File: config.mk
export PLATFORM = sky130hd
export DESIGN_NAME = hazard_ctrl_flat
export DESIGN_NICKNAME = d
export VERILOG_FILES = /design/src/rtl/riscv_pkg.sv /design/src/rtl/hazard_ctrl_if.sv /design/src/rtl/hazard_decode.sv /design/src/rtl/hazard_ctrl.sv /design/src/flat_wrapper.sv
export SDC_FILE = /design/constraint.sdc
export NUM_CORES = 1
export LEC_CHECK = 0
export ABC_AREA = 1
export BUFFER_PORTS_ARGS = -buffer_cell sky130_fd_sc_hd__buf_4
export CAP_MARGIN = 10
export CORE_ASPECT_RATIO = 2
export CORE_MARGIN = 1
export CORE_UTILIZATION = 59
export DETAILED_ROUTE_END_ITERATION = 8
export PLACE_DENSITY = 0.85
export SLEW_MARGIN = 40
export SYNTH_ARGS = -nofsm -noshare
export SYNTH_HDL_FRONTEND = slang
export SYNTH_SLANG_ARGS = --single-unit
File: constraint.sdc
create_clock -name i_clk -period 5 [get_ports i_clk]
set_input_delay 0.75 -clock i_clk [delete_from_list [all_inputs] [get_ports i_clk]]
set_output_delay 0.75 -clock i_clk [all_outputs]
set_load 0.005 [all_outputs]
File: src/rtl/riscv_pkg.sv
`default_nettype none
// ============================================================================
//  Module      : riscv_pkg
//  Description : Shared opcode constants, forwarding-select encoding and
//                shadow-pipeline record types for the hazard controller.
//  Revision    : 1.0  initial release
// ============================================================================
package riscv_pkg;

  localparam logic [6:0] OP_R     = 7'b0110011;
  localparam logic [6:0] OP_I     = 7'b0010011;
  localparam logic [6:0] OP_LOAD  = 7'b0000011;
  localparam logic [6:0] OP_STORE = 7'b0100011;
  localparam logic [6:0] OP_BR    = 7'b1100011;
  localparam logic [6:0] OP_JAL   = 7'b1101111;
  localparam logic [6:0] OP_JALR  = 7'b1100111;
  localparam logic [6:0] OP_LUI   = 7'b0110111;
  localparam logic [6:0] OP_AUIPC = 7'b0010111;

  typedef enum logic [1:0] {
    FWD_RF    = 2'd0,
    FWD_EXMEM = 2'd1,
    FWD_MEMWB = 2'd2
  } fwd_sel_e;

  // Register fields hold 0 when the instruction does not use/write them,
  // so "x0 never matches" also covers unused operands.
  typedef struct packed {
    logic       v;
    logic [4:0] rd;
    logic [4:0] rs1;
    logic [4:0] rs2;
    logic       load;
  } ex_rec_t;

  typedef struct packed {
    logic       v;
    logic [4:0] rd;
    logic       load;
  } mem_rec_t;

  typedef struct packed {
    logic       v;
    logic [4:0] rd;
  } wb_rec_t;

  // A load in MEM has no data yet, so only a non-load MEM result may be
  // forwarded; a younger MEM result beats an older WB result.
  function automatic fwd_sel_e fwd_pick(input logic [4:0] rs,
                                        input mem_rec_t   m,
                                        input wb_rec_t    w);
    fwd_pick = FWD_RF;
    if (rs != 5'd0) begin
      if (m.v && !m.load && (m.rd == rs)) begin
        fwd_pick = FWD_EXMEM;
      end else if (w.v && (w.rd == rs)) begin
        fwd_pick = FWD_MEMWB;
      end
    end
  endfunction

endpackage
`default_nettype wire

File: src/rtl/hazard_ctrl_if.sv
`default_nettype none
// ============================================================================
//  Module      : hazard_ctrl_if
//  Description : Bundle between the pipeline datapath and the hazard
//                controller.
//                master (datapath) drives : i_id_inst, i_id_valid,
//                                           i_ex_redirect, i_dmem_stall
//                slave  (controller) drives: o_pc_en, o_ifid_en,
//                                           o_ifid_flush, o_idex_flush,
//                                           o_fwd_a, o_fwd_b,
//                                           o_stall_cnt, o_flush_cnt
//  Revision    : 1.0  initial release
// ============================================================================
interface hazard_ctrl_if #(
  parameter int CNT_W = 16
);
  logic [31:0]      i_id_inst;
  logic             i_id_valid;
  logic             i_ex_redirect;
  logic             i_dmem_stall;
  logic             o_pc_en;
  logic             o_ifid_en;
  logic             o_ifid_flush;
  logic             o_idex_flush;
  logic [1:0]       o_fwd_a;
  logic [1:0]       o_fwd_b;
  logic [CNT_W-1:0] o_stall_cnt;
  logic [CNT_W-1:0] o_flush_cnt;

  modport master (
    output i_id_inst, i_id_valid, i_ex_redirect, i_dmem_stall,
    input  o_pc_en, o_ifid_en, o_ifid_flush, o_idex_flush,
           o_fwd_a, o_fwd_b, o_stall_cnt, o_flush_cnt
  );

  modport slave (
    input  i_id_inst, i_id_valid, i_ex_redirect, i_dmem_stall,
    output o_pc_en, o_ifid_en, o_ifid_flush, o_idex_flush,
           o_fwd_a, o_fwd_b, o_stall_cnt, o_flush_cnt
  );
endinterface
`default_nettype wire

File: src/rtl/hazard_decode.sv
`default_nettype none
// ============================================================================
//  Module      : hazard_decode
//  Description : Combinational register-usage decode of the ID instruction.
//                i_inst, i_valid  -> o_rs1, o_rs2, o_rd, o_uses_rs1,
//                o_uses_rs2, o_writes_rd, o_is_load (flags gated by i_valid)
//  Revision    : 1.0  initial release
// ============================================================================
module hazard_decode
  import riscv_pkg::*;
(
  input  logic [31:0] i_inst,
  input  logic        i_valid,
  output logic [4:0]  o_rs1,
  output logic [4:0]  o_rs2,
  output logic [4:0]  o_rd,
  output logic        o_uses_rs1,
  output logic        o_uses_rs2,
  output logic        o_writes_rd,
  output logic        o_is_load
);

  logic       use1;
  logic       use2;
  logic       wr;
  logic       ld;
  logic       unused_bits;

  assign o_rs1       = i_inst[19:15];
  assign o_rs2       = i_inst[24:20];
  assign o_rd        = i_inst[11:7];
  assign unused_bits = ^{i_inst[31:25], i_inst[14:12]};

  always_comb begin
    use1 = 1'b0;
    use2 = 1'b0;
    wr   = 1'b0;
    ld   = 1'b0;
    case (i_inst[6:0])
      OP_R:     begin use1 = 1'b1; use2 = 1'b1; wr = 1'b1; end
      OP_I:     begin use1 = 1'b1; wr = 1'b1; end
      OP_LOAD:  begin use1 = 1'b1; wr = 1'b1; ld = 1'b1; end
      OP_STORE: begin use1 = 1'b1; use2 = 1'b1; end
      OP_BR:    begin use1 = 1'b1; use2 = 1'b1; end
      OP_JALR:  begin use1 = 1'b1; wr = 1'b1; end
      OP_JAL, OP_LUI, OP_AUIPC: wr = 1'b1;
      default:  ;
    endcase
  end

  assign o_uses_rs1  = i_valid & use1;
  assign o_uses_rs2  = i_valid & use2;
  assign o_writes_rd = i_valid & wr & (i_inst[11:7] != 5'd0);
  assign o_is_load   = i_valid & ld;

endmodule
`default_nettype wire

File: src/rtl/hazard_ctrl.sv
`default_nettype none
// ============================================================================
//  Module      : hazard_ctrl
//  Description : 5-stage pipeline sequencing controller. Tracks a shadow
//                record of EX/MEM/WB, detects load-use hazards, applies
//                redirect flushes and memory freezes, selects EX operand
//                forwarding and keeps saturating stall/flush counters.
//                Ports: i_clk, i_rst_n (sync, active-low),
//                       bus (hazard_ctrl_if.slave) carrying the pipeline
//                       inputs and all control/counter outputs.
//  Revision    : 1.0  initial release
// ============================================================================
module hazard_ctrl
  import riscv_pkg::*;
#(
  parameter int CNT_W = 16
) (
  input  logic         i_clk,
  input  logic         i_rst_n,
  hazard_ctrl_if.slave bus
);

  logic [4:0] d_rs1, d_rs2, d_rd;
  logic       d_uses_rs1, d_uses_rs2, d_writes_rd, d_is_load;

  ex_rec_t    ex_q,  ex_d;
  mem_rec_t   mem_q, mem_d;
  wb_rec_t    wb_q,  wb_d;
  logic [CNT_W-1:0] stall_cnt_q, stall_cnt_d;
  logic [CNT_W-1:0] flush_cnt_q, flush_cnt_d;

  logic       load_use;
  logic       pc_en, ifid_en, ifid_flush, idex_flush;
  logic       stall_inc, flush_inc;
  fwd_sel_e   fwd_a, fwd_b;

  hazard_decode u_decode (
    .i_inst      (bus.i_id_inst),
    .i_valid     (bus.i_id_valid),
    .o_rs1       (d_rs1),
    .o_rs2       (d_rs2),
    .o_rd        (d_rd),
    .o_uses_rs1  (d_uses_rs1),
    .o_uses_rs2  (d_uses_rs2),
    .o_writes_rd (d_writes_rd),
    .o_is_load   (d_is_load)
  );

  always_comb begin
    load_use = ex_q.v && ex_q.load && (ex_q.rd != 5'd0) &&
               ((d_uses_rs1 && (d_rs1 == ex_q.rd)) ||
                (d_uses_rs2 && (d_rs2 == ex_q.rd)));

    pc_en      = 1'b1;
    ifid_en    = 1'b1;
    ifid_flush = 1'b0;
    idex_flush = 1'b0;
    stall_inc  = 1'b0;
    flush_inc  = 1'b0;

    if (!i_rst_n) begin
      pc_en      = 1'b0;
      ifid_en    = 1'b0;
      ifid_flush = 1'b1;
      idex_flush = 1'b1;
    end else if (bus.i_dmem_stall) begin
      pc_en   = 1'b0;
      ifid_en = 1'b0;
    end else if (bus.i_ex_redirect) begin
      ifid_flush = 1'b1;
      idex_flush = 1'b1;
      flush_inc  = 1'b1;
    end else if (load_use) begin
      // One bubble suffices: next cycle the load sits in MEM and the
      // consumer picks it up through MEM/WB forwarding one cycle later.
      pc_en      = 1'b0;
      ifid_en    = 1'b0;
      idex_flush = 1'b1;
      stall_inc  = 1'b1;
    end
  end

  always_comb begin
    ex_d        = ex_q;
    mem_d       = mem_q;
    wb_d        = wb_q;
    stall_cnt_d = stall_cnt_q;
    flush_cnt_d = flush_cnt_q;
    if (!bus.i_dmem_stall) begin
      wb_d.v     = mem_q.v;
      wb_d.rd    = mem_q.rd;
      mem_d.v    = ex_q.v;
      mem_d.rd   = ex_q.rd;
      mem_d.load = ex_q.load;
      ex_d.v     = bus.i_id_valid && !idex_flush;
      ex_d.rd    = d_writes_rd ? d_rd  : 5'd0;
      ex_d.rs1   = d_uses_rs1  ? d_rs1 : 5'd0;
      ex_d.rs2   = d_uses_rs2  ? d_rs2 : 5'd0;
      ex_d.load  = d_is_load;
      if (stall_inc && (stall_cnt_q != {CNT_W{1'b1}})) begin
        stall_cnt_d = stall_cnt_q + 1'b1;
      end
      if (flush_inc && (flush_cnt_q != {CNT_W{1'b1}})) begin
        flush_cnt_d = flush_cnt_q + 1'b1;
      end
    end
  end

  always_ff @(posedge i_clk) begin
    if (!i_rst_n) begin
      ex_q        <= '0;
      mem_q       <= '0;
      wb_q        <= '0;
      stall_cnt_q <= '0;
      flush_cnt_q <= '0;
    end else begin
      ex_q        <= ex_d;
      mem_q       <= mem_d;
      wb_q        <= wb_d;
      stall_cnt_q <= stall_cnt_d;
      flush_cnt_q <= flush_cnt_d;
    end
  end

  always_comb begin
    fwd_a = FWD_RF;
    fwd_b = FWD_RF;
    if (i_rst_n && ex_q.v) begin
      fwd_a = fwd_pick(ex_q.rs1, mem_q, wb_q);
      fwd_b = fwd_pick(ex_q.rs2, mem_q, wb_q);
    end
  end

  assign bus.o_pc_en      = pc_en;
  assign bus.o_ifid_en    = ifid_en;
  assign bus.o_ifid_flush = ifid_flush;
  assign bus.o_idex_flush = idex_flush;
  assign bus.o_fwd_a      = fwd_a;
  assign bus.o_fwd_b      = fwd_b;
  assign bus.o_stall_cnt  = stall_cnt_q;
  assign bus.o_flush_cnt  = flush_cnt_q;

endmodule
`default_nettype wire

File: src/flat_wrapper.sv
// flat-port wrapper written by rule: the top's interface ports become plain ports
module hazard_ctrl_flat import riscv_pkg::*;
#(
  parameter int CNT_W = 16
)
  (i_clk, i_rst_n, bus_i_id_inst, bus_i_id_valid, bus_i_ex_redirect, bus_i_dmem_stall, bus_o_pc_en, bus_o_ifid_en, bus_o_ifid_flush, bus_o_idex_flush, bus_o_fwd_a, bus_o_fwd_b, bus_o_stall_cnt, bus_o_flush_cnt);
  hazard_ctrl_if #(.CNT_W(CNT_W)) bus_i ();
  input  logic i_clk;
  input  logic i_rst_n;
  input wire logic [$bits(bus_i.i_id_inst)-1:0] bus_i_id_inst;
  input wire logic [$bits(bus_i.i_id_valid)-1:0] bus_i_id_valid;
  input wire logic [$bits(bus_i.i_ex_redirect)-1:0] bus_i_ex_redirect;
  input wire logic [$bits(bus_i.i_dmem_stall)-1:0] bus_i_dmem_stall;
  output wire logic [$bits(bus_i.o_pc_en)-1:0] bus_o_pc_en;
  output wire logic [$bits(bus_i.o_ifid_en)-1:0] bus_o_ifid_en;
  output wire logic [$bits(bus_i.o_ifid_flush)-1:0] bus_o_ifid_flush;
  output wire logic [$bits(bus_i.o_idex_flush)-1:0] bus_o_idex_flush;
  output wire logic [$bits(bus_i.o_fwd_a)-1:0] bus_o_fwd_a;
  output wire logic [$bits(bus_i.o_fwd_b)-1:0] bus_o_fwd_b;
  output wire logic [$bits(bus_i.o_stall_cnt)-1:0] bus_o_stall_cnt;
  output wire logic [$bits(bus_i.o_flush_cnt)-1:0] bus_o_flush_cnt;
  assign bus_i.i_id_inst = bus_i_id_inst;
  assign bus_i.i_id_valid = bus_i_id_valid;
  assign bus_i.i_ex_redirect = bus_i_ex_redirect;
  assign bus_i.i_dmem_stall = bus_i_dmem_stall;
  assign bus_o_pc_en = bus_i.o_pc_en;
  assign bus_o_ifid_en = bus_i.o_ifid_en;
  assign bus_o_ifid_flush = bus_i.o_ifid_flush;
  assign bus_o_idex_flush = bus_i.o_idex_flush;
  assign bus_o_fwd_a = bus_i.o_fwd_a;
  assign bus_o_fwd_b = bus_i.o_fwd_b;
  assign bus_o_stall_cnt = bus_i.o_stall_cnt;
  assign bus_o_flush_cnt = bus_i.o_flush_cnt;
  hazard_ctrl #(.CNT_W(CNT_W)) u_core (.i_clk(i_clk), .i_rst_n(i_rst_n), .bus(bus_i));
endmodule
==> results of run 1 <==
[routing by layer]
metal,routed length (µm),track usage (%),up-vias
met1,3480,32.6,1782
li1,-,-,1781
met2,5710,64.5,145
met3,494,7.60,46
met4,538,19.8,0
met5,0,0,-
[synth_stat cells, types with 2 or more instances]
| cell type | count | area [µm²] |
|---|---|---|
| a21oi_2 | 9 | 78.8 |
| buf_4 | 2 | 15.0 |
| xnor2_1 | 7 | 61.3 |
| nor2_1 | 46 | 173 |
| o21ai_0 | 16 | 80.1 |
| nor3_1 | 9 | 45.0 |
| inv_2 | 6 | 22.5 |
| nand2_4 | 2 | 22.5 |
| nand3b_1 | 2 | 15.0 |
| clkbuf_1 | 8 | 30.0 |
| nor4_1 | 7 | 43.8 |
| nor2_2 | 2 | 12.5 |
| o21ai_1 | 3 | 15.0 |
| o22ai_1 | 20 | 125 |
| o32ai_1 | 5 | 43.8 |
| ha_1 | 2 | 25.0 |
| nand2_2 | 14 | 87.6 |
| inv_1 | 65 | 244 |
| dfxtp_1 | 62 | 1240 |
| nand3_1 | 23 | 115 |
| o221ai_1 | 2 | 17.5 |
| buf_2 | 2 | 10.0 |
| a21oi_1 | 24 | 120 |
| nor2_4 | 4 | 45.0 |
| nand3_2 | 5 | 50.1 |
| xor2_1 | 18 | 158 |
| nand2_1 | 90 | 338 |
| nand4_1 | 23 | 144 |
[registers in the layout, summed over array words and instances, names as in the netlist]
| register | cells |
|---|---|
| u_core.mem_q | 7 |
| u_core.ex_q | 17 |
| u_core.bus.o_stall_cnt | 16 |
| u_core.wb_q | 6 |
| u_core.bus.o_flush_cnt | 16 |
[layout make-up]
class	instances	area (µm²)	share of cell area, %
tap	61	76.3	1.75
multi-input combinational	349	1990	45.4
sequential	62	1240	28.4
clock inverter	7	73.8	1.69
timing repair buffer	66	495	11.3
inverter	72	273	6.24
clock buffer	9	225	5.15
[final timing paths]
kind | depth (start not counted) | slack (ns) | to | start
setup reg to reg | 12 | 2.96 | u_core.bus.o_stall_cnt[6] | u_core.ex_q[14]
hold reg to reg | 2 | 0.47 | u_core.mem_q[0] | u_core.mem_q[0]
setup / recovery | 13 | 2.16 | bus_o_idex_flush | bus_i_id_inst[23]
hold / removal | 2 | 0.47 | u_core.mem_q[0] | u_core.mem_q[0]
[critical path, cell delays in order]
cell and delay [ns]:
buf_4 0.11, inv_1 0.06, nand2_1 0.06, nand2_1 0.06
nand2_1 0.12, nor2_1 0.13, nand3_2 0.07, nand2_2 0.08
nand2_4 0.06, nor2_8 0.24, a21oi_1 0.13, inv_1 0.10
buf_4 0.11
[power by group]
group / switching, mW / leakage, nW / internal [mW] / total, mW
registers: 0.00223 / 0.500 / 0.497 / 0.499
logic: 0.0489 / 1.24 / 0.0286 / 0.0774
clock network: 0.236 / 0.146 / 0.387 / 0.623
total: 0.287 / 1.88 / 0.912 / 1.20
[metrics by stage]
step	power (mW)	cell area [µm²]	std cells	hold WS, ns	setup slack [ns]
floorplan	0.551	3580	497	0.429	2.40
detailed placement	0.585	4070	610	0.453	2.17
CTS	1.20	4370	626	0.465	2.17
global placement	0.583	4070	610	0.449	2.18
global route	1.23	4370	626	0.473	2.02
finish	1.20	4370	626	0.470	2.16
[logic make-up after synthesis]
| logic type | count (synthesis) | synth area share [%] |
|---|---|---|
| simple gates | 237 | 33.5 |
| buf+inv | 86 | 10.0 |
| compound gates | 85 | 15.0 |
| flops | 62 | 34.6 |
| xor+xnor | 25 | 6.11 |
| fa+ha+maj | 2 | 0.698 |
==> impl_metrics.csv, run 1 <==
group,metric,value,unit
placed_design,dp.final_hpwl,7.40,mm
sta,fmax,0.352,GHz
floorplanning,die-area,0.00641,mm²
status,failed_checks,"design-rule violations",
status,status,"finished, violations left",
synth,synth_ff_type,"dfxtp_1",
floorplanning,ios,77,
sta,finalSetupViolCount,0,
routing,via_per_inst,6.00,
sta,tns,0,ns
clock_tree,cts_inserted_buffers,9,
clock_tree,cts_root_buffer,"clkbuf_16",
synth,synth-edff-count,0,
layout,final_cell_mix,"nand2_1 (89), buf_4 (66), inv_1 (65)",
floorplanning,die_w,57.1,µm
synth,ys_types,47,
routing,drcViolationCount,7,
worst_setup_path,crit_required,4.25,ns
global_route,first_global_vias,3751,
synth,synth-async-reset-ratio,0,%
clock_tree,clock_path_buffers,2,
clock_tree,cts.sinks,62,
layout,final_util,75.9,%
sta,fin_skew,0.00513,ns
layout,area.growth.synth_to_final,22.0,%
placed_design,gp_congestion,0.944,
global_route,track_usage,34.3,%
floorplanning,coreArea,0.00576,mm²
floorplanning,rows,39,
worst_setup_path,critPathLaunchType,"primary input",
power,p_leak,1.88,nW
synth,syn-cell-area,0.00358,mm²
synth,ys_seq_elements,62,
clock_tree,cts_resized,0,
synth,syn_area_per_cell,7.21,µm²
synth,synth_seq_area_share,34.6,%
clock_tree,cts_tree,"built",
layout,mostFrequentLayoutCell,"nand2_1",
floorplanning,die_h,112,µm
routing,drt_iter0_markers,289,
clock_tree,cts_hold_buf,0,
synth,syn_inst,497,
clock_tree,path_clk_slew,0.05,ns
synth,synth_nets,536,
routing,postRouteAntennaNets,0,
layout,antenna_cells,0,
global_route,grt_pass1_wl,17.1,mm
worst_setup_path,worstSetupPathType,"in2out",
global_route,antenna_found_initial,0,
global_route,grt_max_degree,29,
synth,yosys_warnings,0,
sta,fin_crit_sh,56.8,%
floorplanning,start_util,62.3,%
clock_tree,htree_levels,3,
sta,hold_violations,0,
worst_setup_path,cp_data_arrival_time,2.09,ns
hold_path,hp-class,"reg2reg",
sta,fin_crit,2.84,ns
sta,grt_setup_unrepaired,"no",
layout,nets,599,
power,power_density,274,mW/mm²
clock_tree,postCtsSetupBuffers,0,
worst_setup_path,cp_max_fo,18,
worst_setup_path,end_kind,"primary output",
power,ir_drop,225,µV
layout,fillCellCount,465,
routing,wl_per_cell,16.3,µm
routing,dr.pass1.iters,7,
clock_tree,clock_latency,0.34,ns
sta,maxSlewHeadroom,65.2,%
routing,vias,3754,
placed_design,io_buffer_count,66,
routing,wl,10.2,mm
global_route,grt_overflow_total,0,
sta,worstMarginPinSlew,0.520,ns
layout,drive_gt1_share,23.7,%
sta,slew_violations,0,
flow_run,cap_viol_max_count,0,
Note: power is estimated with default switching activity, not from simulation.
==> run 2, diff against run 1 <==
- CORE_UTILIZATION: 59 -> 55
- PLACE_DENSITY: 0.85 -> 0.8
- clock period: 5 -> 3 ns (I/O delays scaled with it)
==> impl_metrics.csv, run 2 (synthesis gave the netlist of run 1 again) <==
group,metric,value,unit
routing,wl,10.2,mm
routing,wl_met2,5.76,mm
clock_tree,cts.sinks,62,
placed_design,io_buffer_count,66,
sta,hold_violations,0,
worst_setup_path,cp_max_fo,18,
clock_tree,cts_hold_buf,0,
clock_tree,cts_resized,0,
clock_tree,cts_root_buffer,"clkbuf_16",
worst_setup_path,end_kind,"primary output",
global_route,grt_max_degree,28,
floorplanning,die-area,0.00686,mm²
placed_design,dp.final_hpwl,7.50,mm
hold_path,hp-class,"in2reg",
sta,tns,0,ns
flow_run,cap_viol_max_count,0,
sta,finalSetupViolCount,0,
floorplanning,start_util,56.8,%
worst_setup_path,cp_data_arrival_time,2.02,ns
sta,slew_violations,0,
routing,vias,3693,
floorplanning,die_w,59.1,µm
floorplanning,ios,77,
clock_tree,clock_path_buffers,2,
clock_tree,cts_inserted_buffers,9,
worst_setup_path,crit_required,2.55,ns
worst_setup_path,critical_path.startpoint,"u_core.ex_q[12]",
global_route,antenna_found_initial,0,
sta,maxSlewHeadroom,72.5,%
floorplanning,rows,41,
sta,grt_setup_unrepaired,"no",
sta,fin_skew,0.00399,ns
routing,highest_layer,"met4",
power,power_density,465,mW/mm²
clock_tree,htree_levels,3,
power,ir_drop,415,µV
placed_design,post_dp_cell_area,0.00412,mm²
layout,regMostFlops,"u_core.ex_q",
routing,drcViolationCount,0,
clock_tree,cts_tree,"built",
floorplanning,die_h,116,µm
layout,drive_gt1_share,23.6,%
sta,fin_crit,2.47,ns
global_route,grt_overflow_total,0,
hold_path,hold_start,"bus_i_id_inst[9]",
routing,wl_met3,525,µm
routing,dr.pass1.iters,5,
global_route,grt_pass1_wl,16.7,mm
sta,worstMarginPinSlew,0.411,ns
layout,final_cell_mix,"nand2_1 (90), buf_4 (69), inv_1 (65)",
power,power,2.07,mW
routing,via_per_inst,5.65,
worst_setup_path,r2r_start,"u_core.ex_q[12]",
sta,fin_crit_sh,82.4,%
routing,drt_iter0_markers,188,
global_route,track_usage,32.5,%
placed_design,gp_congestion,0.886,
sta,whs,0.361,ns
status,status,"finished clean",
layout,nets,602,
worst_setup_path,worstSetupPathType,"reg2out",
routing,wl_met1,3.46,mm
sta,fmax,0.405,GHz
layout,largest_register_ffs,17,
layout,area.growth.synth_to_final,23.9,%
layout,mostFrequentLayoutCell,"nand2_1",
clock_tree,postCtsSetupBuffers,0,
global_route,first_global_vias,3578,
floorplanning,coreArea,0.00631,mm²
layout,final_area,0.00444,mm²
worst_setup_path,critPathLaunchType,"register",
layout,antenna_cells,0,
clock_tree,clock_latency,0.33,ns
routing,postRouteAntennaNets,0,
power,p_leak,1.91,nW
clock_tree,path_clk_slew,0.05,ns
routing,wl_per_cell,15.6,µm
-- run 2: cell types whose count changed in the layout (fill, tap and decap cells not counted), sizes merged --
| cell | previous run | this run |
|---|---|---|
| buf | 66 | 69 |
| clkinv | 4 | 2 |
| inv | 73 | 72 |
| clkbuf | 9 | 12 |
| clkinvlp | 1 | 0 |
| bufinv | 1 | 2 |
-- run 2: cell type report --
class | count | area [µm²]
flip-flops and latches | 62 | 1240
fillers | 530 | 1870
well taps | 86 | 108
clock inverters | 4 | 70.1
inverters | 72 | 273
repair buffers | 69 | 518
multi-input cells | 349 | 1980
clock buffers | 12 | 246
-- run 2: stage by stage --
step | std cells | utilization (%) | setup WS, ns
after floorplan | 497 | - | 0.998
after global placement | 638 | 65.4 | 0.770
after detailed placement | 638 | 65.4 | 0.712
after CTS | 654 | 70.4 | 0.593
after global routing | 654 | 70.4 | 0.424
final | 654 | 70.4 | 0.529
-- run 2: metal layers --
layer	GRT usage, %	up-vias
li1	-	1794
met1	30.6	1729
met2	58.7	135
met3	9.86	35
met4	20.8	0
met5	0	-
-- run 2: report_power, final --
group / switching [mW] / internal, mW
clock: 0.356 / 0.746
combinational: 0.0822 / 0.0501
sequential: 0.00367 / 0.828
-- run 2: worst paths after layout --
path / to / slack, ns / cells past startpoint
max: bus_o_idex_flush / 0.53 / 11
min: u_core.ex_q[13] / 0.36 / 3
max reg2reg: u_core.bus.o_stall_cnt[4] / 1.02 / 11
min reg2reg: u_core.mem_q[0] / 0.47 / 2
-- run 2: worst max-delay path, cell delays in order, from the launching register on --
cell     delay [ns]
dfxtp_1        0.50
nand2_1        0.10
nand2_1        0.08
nand2_1        0.07
nor2_1         0.11
nand3_2        0.08
nand2_2        0.08
nand2_4        0.07
nor2_8         0.24
a21oi_1        0.13
inv_1          0.11
buf_4          0.12
